$ cat src/rtl/cpu_pkg.sv
// Shared constants and port-slicing helpers for the register file and its
// write arbiter.
package cpu_pkg;

    localparam int REGSIZE_DEF = 5;
    localparam int DIGIT_DEF   = 32;
    localparam int ZERO_REG    = 0;

    // Packed port vectors place port p at bits [p*width +: width].
    function automatic int portLsb(input int port, input int width);
        return port * width;
    endfunction

endpackage

$ cat src/rtl/regfile_write_arbiter.sv
// Resolves which write port (if any) targets one address this cycle.
// A higher port index wins over lower ones.
module regfile_write_arbiter
    import cpu_pkg::*;
#(
    parameter int REGSIZE     = REGSIZE_DEF,
    parameter int DIGIT       = DIGIT_DEF,
    parameter int WRITE_PORTS = 2
) (
    input  logic [REGSIZE-1:0]             lookupAddress_i,
    input  logic [WRITE_PORTS-1:0]         writeEnable_i,
    input  logic [WRITE_PORTS*REGSIZE-1:0] writeAddress_i,
    input  logic [WRITE_PORTS*DIGIT-1:0]   writeData_i,
    output logic                           hit_o,
    output logic [DIGIT-1:0]               data_o
);

    always_comb begin
        hit_o  = 1'b0;
        data_o = '0;
        for (int w = 0; w < WRITE_PORTS; w++) begin
            if (writeEnable_i[w] &&
                writeAddress_i[portLsb(w, REGSIZE) +: REGSIZE] == lookupAddress_i) begin
                hit_o  = 1'b1;
                data_o = writeData_i[portLsb(w, DIGIT) +: DIGIT];
            end
        end
    end

endmodule

$ cat src/rtl/regfile_scoreboard.sv
// Multi-port register file with write-to-read bypass and a per-register
// pending scoreboard used by issue logic to stall on RAW/WAW hazards.
module regfile_scoreboard
    import cpu_pkg::*;
#(
    parameter int REGSIZE     = REGSIZE_DEF,
    parameter int DIGIT       = DIGIT_DEF,
    parameter int READ_PORTS  = 3,
    parameter int WRITE_PORTS = 2
) (
    input  logic                           clock,
    input  logic                           reset,
    input  logic [READ_PORTS*REGSIZE-1:0]  Read_Address,
    output logic [READ_PORTS*DIGIT-1:0]    Read_Data,
    output logic [READ_PORTS-1:0]          Read_Ready,
    input  logic [WRITE_PORTS-1:0]         Write_Enable,
    input  logic [WRITE_PORTS*REGSIZE-1:0] Write_Address,
    input  logic [WRITE_PORTS*DIGIT-1:0]   Write_Data,
    input  logic                           Issue_Enable,
    input  logic [REGSIZE-1:0]             Issue_Address,
    output logic                           Issue_Accept,
    output logic [REGSIZE:0]               Pending_Count
);

    localparam int DEPTH = 2 ** REGSIZE;

    logic [DIGIT-1:0]   regs_q [DEPTH];
    logic [DIGIT-1:0]   regs_d [DEPTH];
    logic [DEPTH-1:0]   pending_q, pending_d;
    logic [REGSIZE:0]   count_q, count_d;
    logic [REGSIZE:0]   setCount, clrCount;
    logic [DEPTH-1:0]   regWriteHit;
    logic [DIGIT-1:0]   regWriteData [DEPTH];
    logic               issueZero;
    logic               issueAccept;

    // One arbiter per register gives the effective write for storage and pending clear.
    for (genvar r = 0; r < DEPTH; r++) begin : gRegLookup
        regfile_write_arbiter #(
            .REGSIZE     (REGSIZE),
            .DIGIT       (DIGIT),
            .WRITE_PORTS (WRITE_PORTS)
        ) uArb (
            .lookupAddress_i (REGSIZE'(r)),
            .writeEnable_i   (Write_Enable),
            .writeAddress_i  (Write_Address),
            .writeData_i     (Write_Data),
            .hit_o           (regWriteHit[r]),
            .data_o          (regWriteData[r])
        );
    end

    for (genvar p = 0; p < READ_PORTS; p++) begin : gReadPort
        logic [REGSIZE-1:0] rdAddr;
        logic               rdHit;
        logic               rdZero;
        logic [DIGIT-1:0]   rdBypass;

        assign rdAddr = Read_Address[portLsb(p, REGSIZE) +: REGSIZE];
        assign rdZero = (rdAddr == REGSIZE'(ZERO_REG));

        regfile_write_arbiter #(
            .REGSIZE     (REGSIZE),
            .DIGIT       (DIGIT),
            .WRITE_PORTS (WRITE_PORTS)
        ) uArb (
            .lookupAddress_i (rdAddr),
            .writeEnable_i   (Write_Enable),
            .writeAddress_i  (Write_Address),
            .writeData_i     (Write_Data),
            .hit_o           (rdHit),
            .data_o          (rdBypass)
        );

        assign Read_Data[portLsb(p, DIGIT) +: DIGIT] =
            rdZero ? '0 : (rdHit ? rdBypass : regs_q[rdAddr]);
        assign Read_Ready[p] = rdZero || !pending_q[rdAddr] || rdHit;
    end

    // A pending destination can still be reissued if its producer writes back now.
    assign issueZero   = (Issue_Address == REGSIZE'(ZERO_REG));
    assign issueAccept = Issue_Enable &&
                         (issueZero || !pending_q[Issue_Address] || regWriteHit[Issue_Address]);
    assign Issue_Accept  = issueAccept;
    assign Pending_Count = count_q;

    // An accepted issue outranks a same-cycle writeback for the pending bit.
    always_comb begin
        regs_d    = regs_q;
        pending_d = pending_q;
        for (int r = 0; r < DEPTH; r++) begin
            if (r != ZERO_REG) begin
                if (regWriteHit[r]) begin
                    regs_d[r] = regWriteData[r];
                end
                if (issueAccept && Issue_Address == REGSIZE'(r)) begin
                    pending_d[r] = 1'b1;
                end else if (regWriteHit[r]) begin
                    pending_d[r] = 1'b0;
                end
            end
        end
    end

    always_comb begin
        setCount = '0;
        clrCount = '0;
        for (int r = 0; r < DEPTH; r++) begin
            if (pending_d[r] && !pending_q[r]) begin
                setCount = setCount + (REGSIZE+1)'(1);
            end else if (!pending_d[r] && pending_q[r]) begin
                clrCount = clrCount + (REGSIZE+1)'(1);
            end
        end
        count_d = count_q + setCount - clrCount;
    end

    always_ff @(posedge clock) begin
        if (reset) begin
            for (int r = 0; r < DEPTH; r++) begin
                regs_q[r] <= '0;
            end
            pending_q <= '0;
            count_q   <= '0;
        end else begin
            regs_q    <= regs_d;
            pending_q <= pending_d;
            count_q   <= count_d;
        end
    end

endmodule

$ cat config.mk
export PLATFORM = sky130hd
export DESIGN_NAME = regfile_scoreboard
export DESIGN_NICKNAME = d
export VERILOG_FILES = /design/src/rtl/cpu_pkg.sv /design/src/rtl/regfile_write_arbiter.sv /design/src/rtl/regfile_scoreboard.sv
export SDC_FILE = /design/constraint.sdc
export NUM_CORES = 2
export LEC_CHECK = 0
export CAP_MARGIN = 10
export CORE_MARGIN = 4
export CORE_UTILIZATION = 30
export CTS_CLUSTER_DIAMETER = 50
export DETAILED_ROUTE_END_ITERATION = 7
export GPL_TIMING_DRIVEN = 0
export MAX_ROUTING_LAYER = met4
export SYNTH_ARGS = -nofsm -noshare
export SYNTH_HDL_FRONTEND = slang
export SYNTH_HIERARCHICAL = 1
export SYNTH_SLANG_ARGS = --single-unit
$ cat constraint.sdc
create_clock -name clock -period 75.3 [get_ports clock]
set_clock_uncertainty 0.15 [all_clocks]
set_input_delay 18.825 -clock clock [delete_from_list [all_inputs] [get_ports clock]]
set_output_delay 18.825 -clock clock [all_outputs]
set_load 0.1 [all_outputs]
# Word level (Yosys, flattened, before mapping)
# Cells that the tools add are included.
[word_totals]
ff_bits = 1029
latchBits = 0
mem_bits_rw = 0
romBits = 0
in_bits = 99
output_inout_bits = 106
wordCells = 766
n_memories = 0
[op_classes]
n_addsub = 62
mul = 0
div = 0
order_cmp = 7
eq_ne = 99
shifts = 0
n_mux = 318
bitwise = 3
reduce_logical = 244
[ops]
columns = ["operator", "n"]
rows = [
  ["$mux W32", 80],
  ["$mux W6", 90],
  ["$bmux W32 S5", 3],
  ["$add A6 B1 Y6 const B", 60],
  ["$eq A5 B5 Y1 const B", 48],
  ["$logic_and A1 B1 Y1", 164],
  ["$mux W1", 140],
  ["$eq A5 B4 Y1 const B", 24],
  ["$logic_not A1 Y1", 66],
  ["$eq A5 B3 Y1 const B", 12],
  ["$eq A5 B2 Y1 const B", 6],
  ["$eq A5 B5 Y1", 6],
  ["$logic_not A5 Y1", 6],
  ["$bmux W1 S5", 5],
  ["$lt A5 B6 Y1 const B", 4],
  ["$ge A6 B6 Y1 const B", 3],
  ["$not A5 Y6", 3],
  ["$eq A5 B1 Y1 const B", 3],
  ["$logic_or A1 B1 Y1", 8],
  ["$add A6 B6 Y6", 1],
  ["$sub A6 B6 Y6", 1],
]

# Longest topological paths before layout
[depth]
ltp_word = 105
ltp_mapped = 113
ltp_nobuf = 110

# By module
# The synthesis kept the hierarchy.
[modules_own_cells]
columns = ["mod", "instances", "cells_each", "area_each_um2", "seq_area_each_um2"]
rows = [
  ["regfile_scoreboard", 1, 6402, 68629.6, 20599.8],
  ["regfile_write_arbiter", 35, 89, 885.8, 0.0],
]

# Worst setup path before layout
# OpenSTA, ideal clock, no wires.
[synth_timing]
path_kind = "in2out"
startpoint = "input port Write_Address[7]"
endpoint = "output port Issue_Accept"
arrival_ps = 23255
t_required_ps = 56325
setup_slack_ps = 33070
cell_stages = 13
n_path_buf = 3
path_cell_list = "xor2_1 nor4_1 and3_1 buf_6 buf_12 a21o_1 clkbuf_1 mux2i_1 mux4_2 nand2b_1 nand3_1 nor2_1 a211oi_1"
[synth_between]
elab_chain_cells = 7
elab_cells_between_ends = 100
[synth_lines]
columns = ["element", "line_no", "source"]
rows = [
  ["start, declared", "regfile_scoreboard.sv:17", "input logic [WRITE_PORTS*REGSIZE-1:0] Write_Address,"],
  ["$eq A5 B4 Y1", "regfile_write_arbiter.sv:23", "writeAddress_i[portLsb(w, REGSIZE) +: REGSIZE] == lookupAddress_i) begin"],
  ["$logic_and A1 B1 Y1", "regfile_write_arbiter.sv:22", "if (writeEnable_i[w] &&"],
  ["$mux W1", "regfile_write_arbiter.sv:22", ""],
  ["net regWriteHit[10]", "regfile_scoreboard.sv:32", "logic [DEPTH-1:0] regWriteHit;"],
  ["$bmux W1 S5", "regfile_scoreboard.sv:83", "(issueZero || !pending_q[Issue_Address] || regWriteHit[Issue_Address]);"],
  ["$mux W1 (not written as such)", "regfile_scoreboard.sv:83", ""],
  ["$logic_or A1 B1 Y1", "regfile_scoreboard.sv:83", ""],
  ["$logic_and A1 B1 Y1", "regfile_scoreboard.sv:82", "assign issueAccept = Issue_Enable &&"],
  ["end, declared", "regfile_scoreboard.sv:21", "output logic Issue_Accept,"],
]
# The timed path passes the listed nets, and every way through them passes these cells. The select of a mux whose other input is x is not followed.

# Final worst setup path
[layout_timing]
startpoint = "input port Read_Address[5]"
endpoint = "output port Read_Data[52]"
[layout_between]
elab_chain_cells = 6
elab_cells_between_ends = 15
[layout_lines]
columns = ["element", "line_no", "source"]
rows = [
  ["start, declared", "regfile_scoreboard.sv:13", "input logic [READ_PORTS*REGSIZE-1:0] Read_Address,"],
  ["$not A5 Y6 (not written as such) or $eq A5 B5 Y1 (tied branches)", "regfile_scoreboard.sv:76, regfile_write_arbiter.sv:23", ""],
  ["$bmux W32 S5 or $logic_and A1 B1 Y1 (tied branches)", "regfile_scoreboard.sv:76, regfile_write_arbiter.sv:22", ""],
  ["$mux W32 (not written as such), or another cell as far along (2 in series)", "regfile_scoreboard.sv:76", "rdZero ? '0 : (rdHit ? rdBypass : regs_q[rdAddr]);"],
  ["$mux W32", "regfile_scoreboard.sv:76", ""],
  ["$mux W32 (*)", "regfile_scoreboard.sv:76", ""],
  ["end, declared", "regfile_scoreboard.sv:14", "output logic [READ_PORTS*DIGIT-1:0] Read_Data,"],
]
# Every way passes the cells marked *; elsewhere a longest branch is shown, timed or not. The select of a mux whose other input is x is not followed.

==> qor.txt <==
Initial Util = 30.19%
Outcome = completed
Fin crit period = 46.13 ns
Layout cell share with drive strength beyond 1 = 25.95%
CP Max Fanout = 10
Vias in the first global route = 79730
Gp weighted congestion = 1.030
CTS tree = built
First-pass GRT wire length = 636.7 mm
Root Buffer = clkbuf_16
CTS Sinks = 1029
Biggest cell delay along the critical path = 1.20 ns
Syn avg cell area = 10.47 sq um
Cts repair resizes = 0
Arr. time, crit path = 27.16 ns
WL/cell = 31.28 microns
Final Cycle Share = 61.27%
GRT Overall Usage = 26.90%
Crit Path Category = in -> out
Setup violators final = 0
Clock Latency Late Sink = 0.88 ns
Largest net degree at the start of global routing = 36
Commonest non-fill, non-tap cell in the layout = mux2i_1
Antenna Nets Post-Route = 0
Final #Nets = 10413
Required time worst endpoint = 56.33 ns
Slowest CP cell = clkdlybuf4s50_1
Initial drt markers = 11715
First-pass iteration count of the detailed router = 6
# fillers = 32938
Post-CTS setup buffer count = 0
Final Max Tran Viols = 0
Delay-heaviest family, CP = buffers and inverters
Synthesis warning total = 6
Hold_buf cts = 0
Max-slew headroom = 0.9730%
Vias per inst = 5.859
Clk buf depth = 3
Post-synthesis instance area = 98910 sq um
DPL Wire Length = 369.9 mm
Max Cap Viol = 0
Placeable Area = 327700 sq um
Max Fclk = 21.68 MHz
GRT overflow = 0
Cell Pwr Density = 15.56 nW/um^2
Leakage power total = 45.56 nW
WP buf/inv = 7
Die H = 582.2 microns
Gate Count Post-Synth = 9447
Cell chain of the critical path = clkdlybuf4s50_1 -> clkbuf_1 -> buf_1 -> clkbuf_2 -> buf_1 -> clkbuf_1 -> mux2i_1 -> o221ai_1 -> a21oi_1 -> o21ai_0 -> a22o_1 -> clkdlybuf4s50_1
Standard-cell rows = 210
Via count = 86511
Die area = 339000 sq um
Initial antenna violation count = 37
Setup_tns = 0 ns
CTS clk-pin slew, worst paths = 0.05 ns
IO Pins = 205
Routed wire length = 461.8 mm
Final design utilization = 35.21%
P&R area growth vs syn = 16.64%
Most frequent cells in the layout = mux2i_1, nor2_1, and3_1
TritonCTS Buffers = 178
Worst Hold Class = reg -> reg
Chip width = 582.2 microns
RSZ-0062 raised after global routing = no
Worst Tran Pin Value = 1.485 ns
Endpoints failing hold = 0
Critical Path Start Type = primary input
Worst Setup End Kind = primary output
DRC = 0
Worst vdd ir = 20.91 uV
H-tree levels = 4
I/O Buffers = 202
## per-layer routing
layer	global-route usage (%)	up-vias	wire, microns
li1	-	36823	-
met1	34.27	43338	183600
met4	18.11	0	38310
met3	6.715	1127	50450
met5	-	-	0
met2	37.36	5223	189500
## area by class of cell
type	count	area [sq um]	share of cell area [%]
diodes	27	67.56	0.05856
plain buffers	920	5509	4.775
clock buffers	223	4846	4.200
clock inverters	106	1523	1.320
inverters	52	202.7	0.1757
multi-input cells	7766	73860	64.02
flip-flops and latches	1029	20600	17.85
well taps	4346	5438	4.713
repair buffers	297	3329	2.886
## state kept, by name, indices dropped and copies added (netlist names)
| name | count |
|---|---|
| pending_q | 31 |
| regs_q | 992 |
| Pending_Count | 6 |
## power by group
group          switching [mW]  internal (mW)  total [mW]  leakage [nW]
clock                   0.335          0.554       0.889          3.07
sequential            0.00188          0.547       0.549          8.29
combinational           0.246          0.111       0.357          34.2
total                   0.584           1.21        1.80          45.6
## worst paths after layout
path                        start               end  slack [ns]  cells past startpoint
setup / recovery  Read_Address[5]     Read_Data[52]       29.17                     12
hold / removal        regs_q[549]       regs_q[549]        0.39                      2
setup reg to reg     pending_q[9]  Pending_Count[5]       51.38                    101
hold reg to reg       regs_q[549]       regs_q[549]        0.39                      2
## per-stage QoR
stage | cells | total power [mW] | area (sq um) | setup slack [ns] | hold WS [ns]
3_5_place_dp | 14399 | 0.9036 | 108800 | 29.50 | 0.3714
4_1_cts | 14728 | 1.787 | 115100 | 29.50 | 0.3858
2_1_floorplan | 9767 | 0.7572 | 100100 | 33.07 | 0.3361
5_1_grt | 14759 | 1.832 | 115400 | 29.29 | 0.4077
3_3_place_gp | 14315 | 0.8967 | 107600 | 28.56 | 0.3609
6_report | 14766 | 1.795 | 115400 | 29.17 | 0.3877
## worst reg2reg max path, delay by kind of cell (launching register included)
kind                     cells  cell delay, ns
buffers and inverters        6            1.07
AO/OA/AOI/OAI               30            6.19
AND/OR/NAND/NOR             19            4.16
adder cells (fa/ha/maj)     19            6.06
XOR/XNOR                    18            3.80
flip-flops                   1            0.29
multiplexers                 9            2.08
No activity file was read; power rests on OpenSTA's default activity.
